File: config.mk
export PLATFORM = sky130hd
export DESIGN_NAME = key_event_scheduler
export DESIGN_NICKNAME = d
export VERILOG_FILES = /design/src/rtl/key_event_scheduler.sv
export SDC_FILE = /design/constraint.sdc
export NUM_CORES = 1
export LEC_CHECK = 0
export CORE_MARGIN = 3
export CORE_UTILIZATION = 50
export CTS_BUF_LIST = sky130_fd_sc_hd__clkbuf_4 sky130_fd_sc_hd__clkbuf_8
export DETAILED_ROUTE_END_ITERATION = 10
export PLACE_DENSITY = 0.66
export SETUP_SLACK_MARGIN = 0.1
export SLEW_MARGIN = 0
export SYNTH_ARGS = -nofsm -noshare
export SYNTH_HDL_FRONTEND = slang
export SYNTH_SLANG_ARGS = --single-unit
File: constraint.sdc
create_clock -name clk -period 2.7 [get_ports clk]
set_input_delay 0.54 -clock clk [delete_from_list [all_inputs] [get_ports clk]]
set_output_delay 0.54 -clock clk [all_outputs]
set_load 0.01 [all_outputs]
File: src/rtl/key_event_scheduler.sv
// rtl/key_event_scheduler.sv - debounced push-button press-event scheduler
//
// Synchronises and debounces each raw key, turns each press into a single
// event, round-robin arbitrates pending presses into a show-ahead event FIFO
// that the game FSM drains over a valid/ready handshake.
//
// Optional build macro: KEY_REPEAT_EN (auto-repeat while a key is held).
//
// Ports:
//   clk             system clock
//   reset_n         asynchronous assert, synchronous release, active low
//   key             raw asynchronous button levels
//   key_level       debounced levels, 1 = pressed
//   event_valid     event FIFO non-empty
//   event_id        key index at the FIFO head
//   event_ready     consumer accepts the head event
//   overflow        sticky: a press was dropped
//   clear_overflow  synchronous clear of overflow

module key_event_fifo #(
  parameter int DEPTH = 4,
  parameter int WIDTH = 2
) (
  input  logic             clk,
  input  logic             reset_n,
  input  logic [WIDTH-1:0] s_tdata,
  input  logic             s_tvalid,
  output logic             s_tready,
  output logic [WIDTH-1:0] m_tdata,
  output logic             m_tvalid,
  input  logic             m_tready
);

  localparam int PW = $clog2(DEPTH);
  localparam int CW = $clog2(DEPTH + 1);

  logic [WIDTH-1:0] mem [DEPTH];
  logic [PW-1:0]    wr_ptr;
  logic [PW-1:0]    rd_ptr;
  logic [CW-1:0]    count;
  logic             push;
  logic             pop;
  logic             full;

  assign m_tvalid = (count != '0);
  assign full     = (count == CW'(DEPTH));
  assign pop      = m_tvalid & m_tready;
  // A full FIFO still takes a push in the cycle its head is popped.
  assign s_tready = ~full | pop;
  assign push     = s_tvalid & s_tready;
  // Show-ahead: the head entry is visible without a read strobe. There is no
  // bypass path, so a push into an empty FIFO shows up one cycle later.
  assign m_tdata  = mem[rd_ptr];

  always_ff @(posedge clk or negedge reset_n) begin
    if (!reset_n) begin
      for (int i = 0; i < DEPTH; i++) begin
        mem[i] <= '0;
      end
      wr_ptr <= '0;
      rd_ptr <= '0;
      count  <= '0;
    end else begin
      if (push) begin
        mem[wr_ptr] <= s_tdata;
        wr_ptr      <= wr_ptr + 1'b1;
      end
      if (pop) begin
        rd_ptr <= rd_ptr + 1'b1;
      end
      if (push && !pop) begin
        count <= count + 1'b1;
      end else if (pop && !push) begin
        count <= count - 1'b1;
      end
    end
  end

endmodule

module key_event_scheduler #(
  parameter int NUM_KEYS        = 4,
  parameter int DEBOUNCE_CYCLES = 50000,
  parameter int FIFO_DEPTH      = 4,
  parameter bit KEY_ACTIVE_LOW  = 1'b1,
  parameter int REPEAT_DELAY    = 25000000,
  parameter int REPEAT_PERIOD   = 5000000,
  localparam int IDW            = $clog2(NUM_KEYS)
) (
  input  logic                clk,
  input  logic                reset_n,
  input  logic [NUM_KEYS-1:0] key,
  output logic [NUM_KEYS-1:0] key_level,
  output logic                event_valid,
  output logic [IDW-1:0]      event_id,
  input  logic                event_ready,
  output logic                overflow,
  input  logic                clear_overflow
);

  localparam int DBW = (DEBOUNCE_CYCLES > 1) ? $clog2(DEBOUNCE_CYCLES) : 1;

  logic [NUM_KEYS-1:0] key_pressed;
  logic [NUM_KEYS-1:0] sync1;
  logic [NUM_KEYS-1:0] sync2;
  logic [NUM_KEYS-1:0] stable;
  logic [NUM_KEYS-1:0] stable_d;
  logic [NUM_KEYS-1:0] press_q;
  logic [DBW-1:0]      db_cnt [NUM_KEYS];

  logic [NUM_KEYS-1:0] pending;
  logic [NUM_KEYS-1:0] pending_nxt;
  logic [NUM_KEYS-1:0] rep_pulse;
  logic                drop;

  logic [IDW-1:0]      rr_ptr;
  logic [IDW:0]        arb_sum;
  logic                grant_found;
  logic [IDW-1:0]      grant_id;
  logic                fifo_ready;
  logic                push;

  // Normalise to 1 = pressed before anything else sees the key.
  assign key_pressed = KEY_ACTIVE_LOW ? ~key : key;
  assign key_level   = stable;

  // Synchroniser, debounce counters and press edge detect. The press pulse is
  // registered so pending flags only ever see a clean single-cycle strobe.
  always_ff @(posedge clk or negedge reset_n) begin
    if (!reset_n) begin
      sync1    <= '0;
      sync2    <= '0;
      stable   <= '0;
      stable_d <= '0;
      press_q  <= '0;
      for (int i = 0; i < NUM_KEYS; i++) begin
        db_cnt[i] <= '0;
      end
    end else begin
      sync1    <= key_pressed;
      sync2    <= sync1;
      stable_d <= stable;
      press_q  <= stable & ~stable_d;
      for (int i = 0; i < NUM_KEYS; i++) begin
        if (sync2[i] == stable[i]) begin
          db_cnt[i] <= '0;
        end else if (db_cnt[i] == DBW'(DEBOUNCE_CYCLES - 1)) begin
          stable[i] <= sync2[i];
          db_cnt[i] <= '0;
        end else begin
          db_cnt[i] <= db_cnt[i] + 1'b1;
        end
      end
    end
  end

`ifdef KEY_REPEAT_EN
  localparam int HOLD_MAX = (REPEAT_DELAY > REPEAT_PERIOD) ? REPEAT_DELAY : REPEAT_PERIOD;
  localparam int HW       = $clog2(HOLD_MAX + 1);

  logic [HW-1:0]       hold_cnt [NUM_KEYS];
  logic [NUM_KEYS-1:0] rep_armed;

  // rep_armed marks that the first (long) delay has elapsed; from then on the
  // shorter period applies until the key is released.
  always_ff @(posedge clk or negedge reset_n) begin
    if (!reset_n) begin
      rep_armed <= '0;
      rep_pulse <= '0;
      for (int i = 0; i < NUM_KEYS; i++) begin
        hold_cnt[i] <= '0;
      end
    end else begin
      for (int i = 0; i < NUM_KEYS; i++) begin
        rep_pulse[i] <= 1'b0;
        if (!stable[i]) begin
          hold_cnt[i]  <= '0;
          rep_armed[i] <= 1'b0;
        end else if (hold_cnt[i] == (rep_armed[i] ? HW'(REPEAT_PERIOD - 1)
                                                  : HW'(REPEAT_DELAY - 1))) begin
          hold_cnt[i]  <= '0;
          rep_armed[i] <= 1'b1;
          rep_pulse[i] <= 1'b1;
        end else begin
          hold_cnt[i] <= hold_cnt[i] + 1'b1;
        end
      end
    end
  end
`else
  assign rep_pulse = '0;
`endif

  // Round-robin: first pending bit at or after rr_ptr, wrapping at NUM_KEYS.
  always_comb begin
    grant_found = 1'b0;
    grant_id    = '0;
    arb_sum     = '0;
    for (int k = 0; k < NUM_KEYS; k++) begin
      arb_sum = {1'b0, rr_ptr} + (IDW+1)'(k);
      if (arb_sum >= (IDW+1)'(NUM_KEYS)) begin
        arb_sum = arb_sum - (IDW+1)'(NUM_KEYS);
      end
      if (!grant_found && pending[arb_sum[IDW-1:0]]) begin
        grant_found = 1'b1;
        grant_id    = arb_sum[IDW-1:0];
      end
    end
  end

  assign push = grant_found & fifo_ready;

  // A press is dropped only if its flag would still be set after this
  // cycle's grant; a press arriving as its old flag is granted is kept.
  // Auto-repeats merge into an already-set flag without flagging overflow.
  always_comb begin
    pending_nxt = pending;
    drop        = 1'b0;
    if (push) begin
      pending_nxt[grant_id] = 1'b0;
    end
    for (int i = 0; i < NUM_KEYS; i++) begin
      if (press_q[i]) begin
        if (pending_nxt[i]) begin
          drop = 1'b1;
        end else begin
          pending_nxt[i] = 1'b1;
        end
      end
    end
    pending_nxt = pending_nxt | rep_pulse;
  end

  always_ff @(posedge clk or negedge reset_n) begin
    if (!reset_n) begin
      pending  <= '0;
      rr_ptr   <= '0;
      overflow <= 1'b0;
    end else begin
      pending <= pending_nxt;
      if (push) begin
        rr_ptr <= (grant_id == IDW'(NUM_KEYS - 1)) ? '0 : grant_id + 1'b1;
      end
      if (drop) begin
        overflow <= 1'b1;
      end else if (clear_overflow) begin
        overflow <= 1'b0;
      end
    end
  end

  key_event_fifo #(
    .DEPTH (FIFO_DEPTH),
    .WIDTH (IDW)
  ) u_fifo (
    .clk      (clk),
    .reset_n  (reset_n),
    .s_tdata  (grant_id),
    .s_tvalid (grant_found),
    .s_tready (fifo_ready),
    .m_tdata  (event_id),
    .m_tvalid (event_valid),
    .m_tready (event_ready)
  );

endmodule
==> reports/metrics.csv <==
stage,metric,value,unit
global_route,number of global-route vias before repair,3326,
clock_tree,clk_lat worst skew,0.36,ns
yosys,Yosys cell types,38,
yosys,Syn. warnings,0,
finish,Final Util,59.0,%
yosys,"FFs w/ async S/R, synth",100,%
global_route,initial antenna violation count,0,
timing,final hold violation count,0,
finish,share of layout cells above drive strength 1,10.5,%
clock_tree,CTS max path bufs,2,
clock_tree,clock sinks,106,
drt,Wirelength per Cell,13.3,um
power_and_ir_drop,clock network power share,39.1,%
timing,Max-slew headroom,46.4,%
timing,worst clock skew,0.0113,ns
power_and_ir_drop,internal power,2.51,mW
floorplanning,core area,9420,um2
clock_tree,H-tree lvl count,3,
drt,DRT Wirelength,8.15,mm
finish,# fillers,797,
power_and_ir_drop,Worst IR Drop VDD,0.450,mV
timing,RSZ-0062 raised after global routing,false,
finish,"Design Area, Final",5550,um2
timing,"Worst Setup Slack, final",0.334,ns
job,Max Cap Viol,0,
power_and_ir_drop,Psw,685,uW
worst_setup_path,crit path capture,event_id[0],
floorplanning,Top Ports,16,
floorplanning,Starting Density,52.5,%
timing,minimum clock period,2.37,ns
yosys,Post-Syn Area per Cell,11.0,um2
timing,Setup-failing EPs final,0,
worst_setup_path,FF-to-FF path depth,6,
yosys,"Seq/Total Area, Yosys",53.7,%
yosys,#FFs+latches synth,106,
clock_tree,Num CTS Buffers,9,
clock_tree,postcts setup bufs,0,
yosys,Post-Syn Nets,473,
place,post-DP HPWL,5.84,mm
drt,DR iter-0 viols,90,
place,routability cong.,0.804,
yosys,ys flop type,dfrtp_1,
yosys,"EDFF count, synth",0,
yosys,Post-Synthesis Cell Area,4940,um2
worst_hold_path,class of the worst hold path,in -> async,
power_and_ir_drop,Comb pwr share,7.3,%
finish,Layout area overhead,12.3,%
timing,Final TNS setup,0,ns
floorplanning,row count,35,
timing,Peak Freq,423,MHz
worst_setup_path,"reg-to-reg slack, setup",0.50,ns
yosys,Post-Syn Instances,451,
timing,Slew Limit Fails,0,
global_route,Overflow after GRT,0,
floorplanning,DIE WIDTH,105,um
power_and_ir_drop,total power,3.20,mW
power_and_ir_drop,Lkg Pwr,2.40,nW
floorplanning,Die Ht,105,um
timing,worst slew pin tran,0.801,ns
run_status,status,completed,
clock_tree,CTS tree,done,
clock_tree,post_cts resized,0,
worst_setup_path,critical path class,reg -> out,
global_route,Tot GR Track Use,16.3,%
worst_setup_path,Setup crit start kind,flip-flop,
worst_setup_path,worst setup path startpoint,u_fifo.rd_ptr[0]$_DFFE_PN0N_,
floorplanning,Die Area,11100,um2
power_and_ir_drop,Sequential Power Share,53.6,%
worst_setup_path,Worst Setup End Kind,output port,
clock_tree,clock slew at the register clock pins of the worst setup and hold paths,0.09,ns
worst_setup_path,crit path max fanout,4,
timing,period utilization,87.6,%
clock_tree,Root Driver,clkbuf_8,
global_route,pin count of the biggest net entering global routing,54,
drt,vias per inst,5.24,
worst_setup_path,CP required,2.16,ns
finish,ant diodes,0,
worst_setup_path,reg-to-reg critical path startpoint,u_fifo.count[0]$_DFFE_PN0P_,
worst_setup_path,worst r2r dst,u_fifo.count[1]$_DFFE_PN0P_,
drt,number of remaining DRC errors,0,
drt,DRT Pass-1 Iters,4,
power_and_ir_drop,Net Sw Frac,21.4,%
global_route,first-pass GRT wire length,14.9,mm
worst_setup_path,worst endpoint data arrival time,1.83,ns
power_and_ir_drop,pwr dens,576,nW/um2
clock_tree,CTS Hold Buffers Added,0,
drt,vias,3223,
drt,ANT nets after route,0,
place,pre-CTS WS,0.00939,ns
place,Port Buf Inserts,15,
place,Placement Cell Area,5280,um2
finish,Final nets,503,
==> cell type report <==
type / instances / area [um2] / share of cell area [%]
clock inverters: 5 / 125 / 2.25
flip-flops and latches: 106 / 2650 / 47.8
clock buffers: 11 / 145 / 2.61
well taps: 129 / 161 / 2.91
repair buffers: 24 / 228 / 4.10
multi-input cells: 312 / 2130 / 38.4
inverters: 28 / 105 / 1.89
==> synthesized netlist by cell type (3+ instances only) <==
master	n	share of area (%)
xnor2_1	55	9.7
dfrtp_1	106	54
a21o_1	4	0.61
buf_6	4	0.91
o41ai_4	3	1.7
xor2_1	11	1.9
inv_1	28	2.1
mux2_2	14	3.2
a21oi_1	4	0.41
nor2b_1	4	0.51
nand4_1	13	1.6
nor4_1	23	2.9
ha_1	13	3.3
nand3_1	26	2.6
nand2_1	24	1.8
nor3_1	14	1.4
nor2_1	78	5.9
==> cells in the final DEF, fill, tap and decap left out, types with 13 or more instances in the layout <==
cell type,instances
mux2_2,14
nand4_1,13
nor2_1,78
xnor2_1,55
inv_1,28
dfrtp_1,106
ha_1,13
clkdlybuf4s50_1,14
nor4_1,23
nand2_1,24
nand3_1,26
nor3_1,14
==> cell families after synthesis <==
logic type	synth area share, %
AO/OA/AOI/OAI	3.90
AND/OR/NAND/NOR	19.8
flip-flops	53.7
buffers and inverters	3.14
multiplexers	4.10
XOR/XNOR	11.7
adder cells (fa/ha/maj)	3.70
==> layer usage <==
layer  GRT usage, %  up-vias  wire (um)
met2           27.6       40       4030
met3           5.39        7        251
li1               -     1587          -
met1           20.4     1589       3800
met5              0        -          0
met4           3.37        0         78
==> registers in the layout, indices dropped and copies added, names as in the netlist <==
name,flops
db_cnt,64
key_level,4
overflow,1
pending,4
press_q,4
rr_ptr,2
stable_d,4
sync1,4
sync2,4
u_fifo.count,3
u_fifo.mem,8
u_fifo.rd_ptr,2
u_fifo.wr_ptr,2
==> metrics by stage <==
| stage | hold slack, ns | instances |
|---|---|---|
| global placement | 0.334 | 599 |
| floorplan | 0.244 | 451 |
| finish | 0.0638 | 615 |
| global route | 0.0585 | 615 |
| detailed placement | 0.335 | 599 |
| CTS | 0.0607 | 615 |
==> power groups by stage <==
| stage | Combinational, mW | Sequential, mW | Clock (mW) |
|---|---|---|---|
| after detailed placement | 0.241 | 1.75 | 0 |
| after CTS | 0.243 | 1.72 | 1.29 |
| final | 0.235 | 1.71 | 1.25 |
| after floorplan | 0.154 | 1.73 | 0 |
| after global routing | 0.266 | 1.73 | 1.36 |
| after global placement | 0.232 | 1.74 | 0 |
==> worst max-delay path, cell delays in order, from the launching register on <==
cell	delay [ns]
dfrtp_1	0.45
mux4_2	0.53
clkdlybuf4s50_1	0.49
==> worst min-delay path by stage <==
stage	start	end
after floorplan	reset_n	db_cnt[0]$_DFF_PN0_
after global placement	sync1[2]$_DFF_PN0_	sync2[2]$_DFF_PN0_
after detailed placement	sync1[3]$_DFF_PN0_	sync2[3]$_DFF_PN0_
after CTS	reset_n	db_cnt[6]$_DFF_PN0_
after global routing	reset_n	db_cnt[6]$_DFF_PN0_
final	reset_n	u_fifo.mem[5]$_DFFE_PN0P_
No activity file was read; power rests on OpenSTA's default activity.
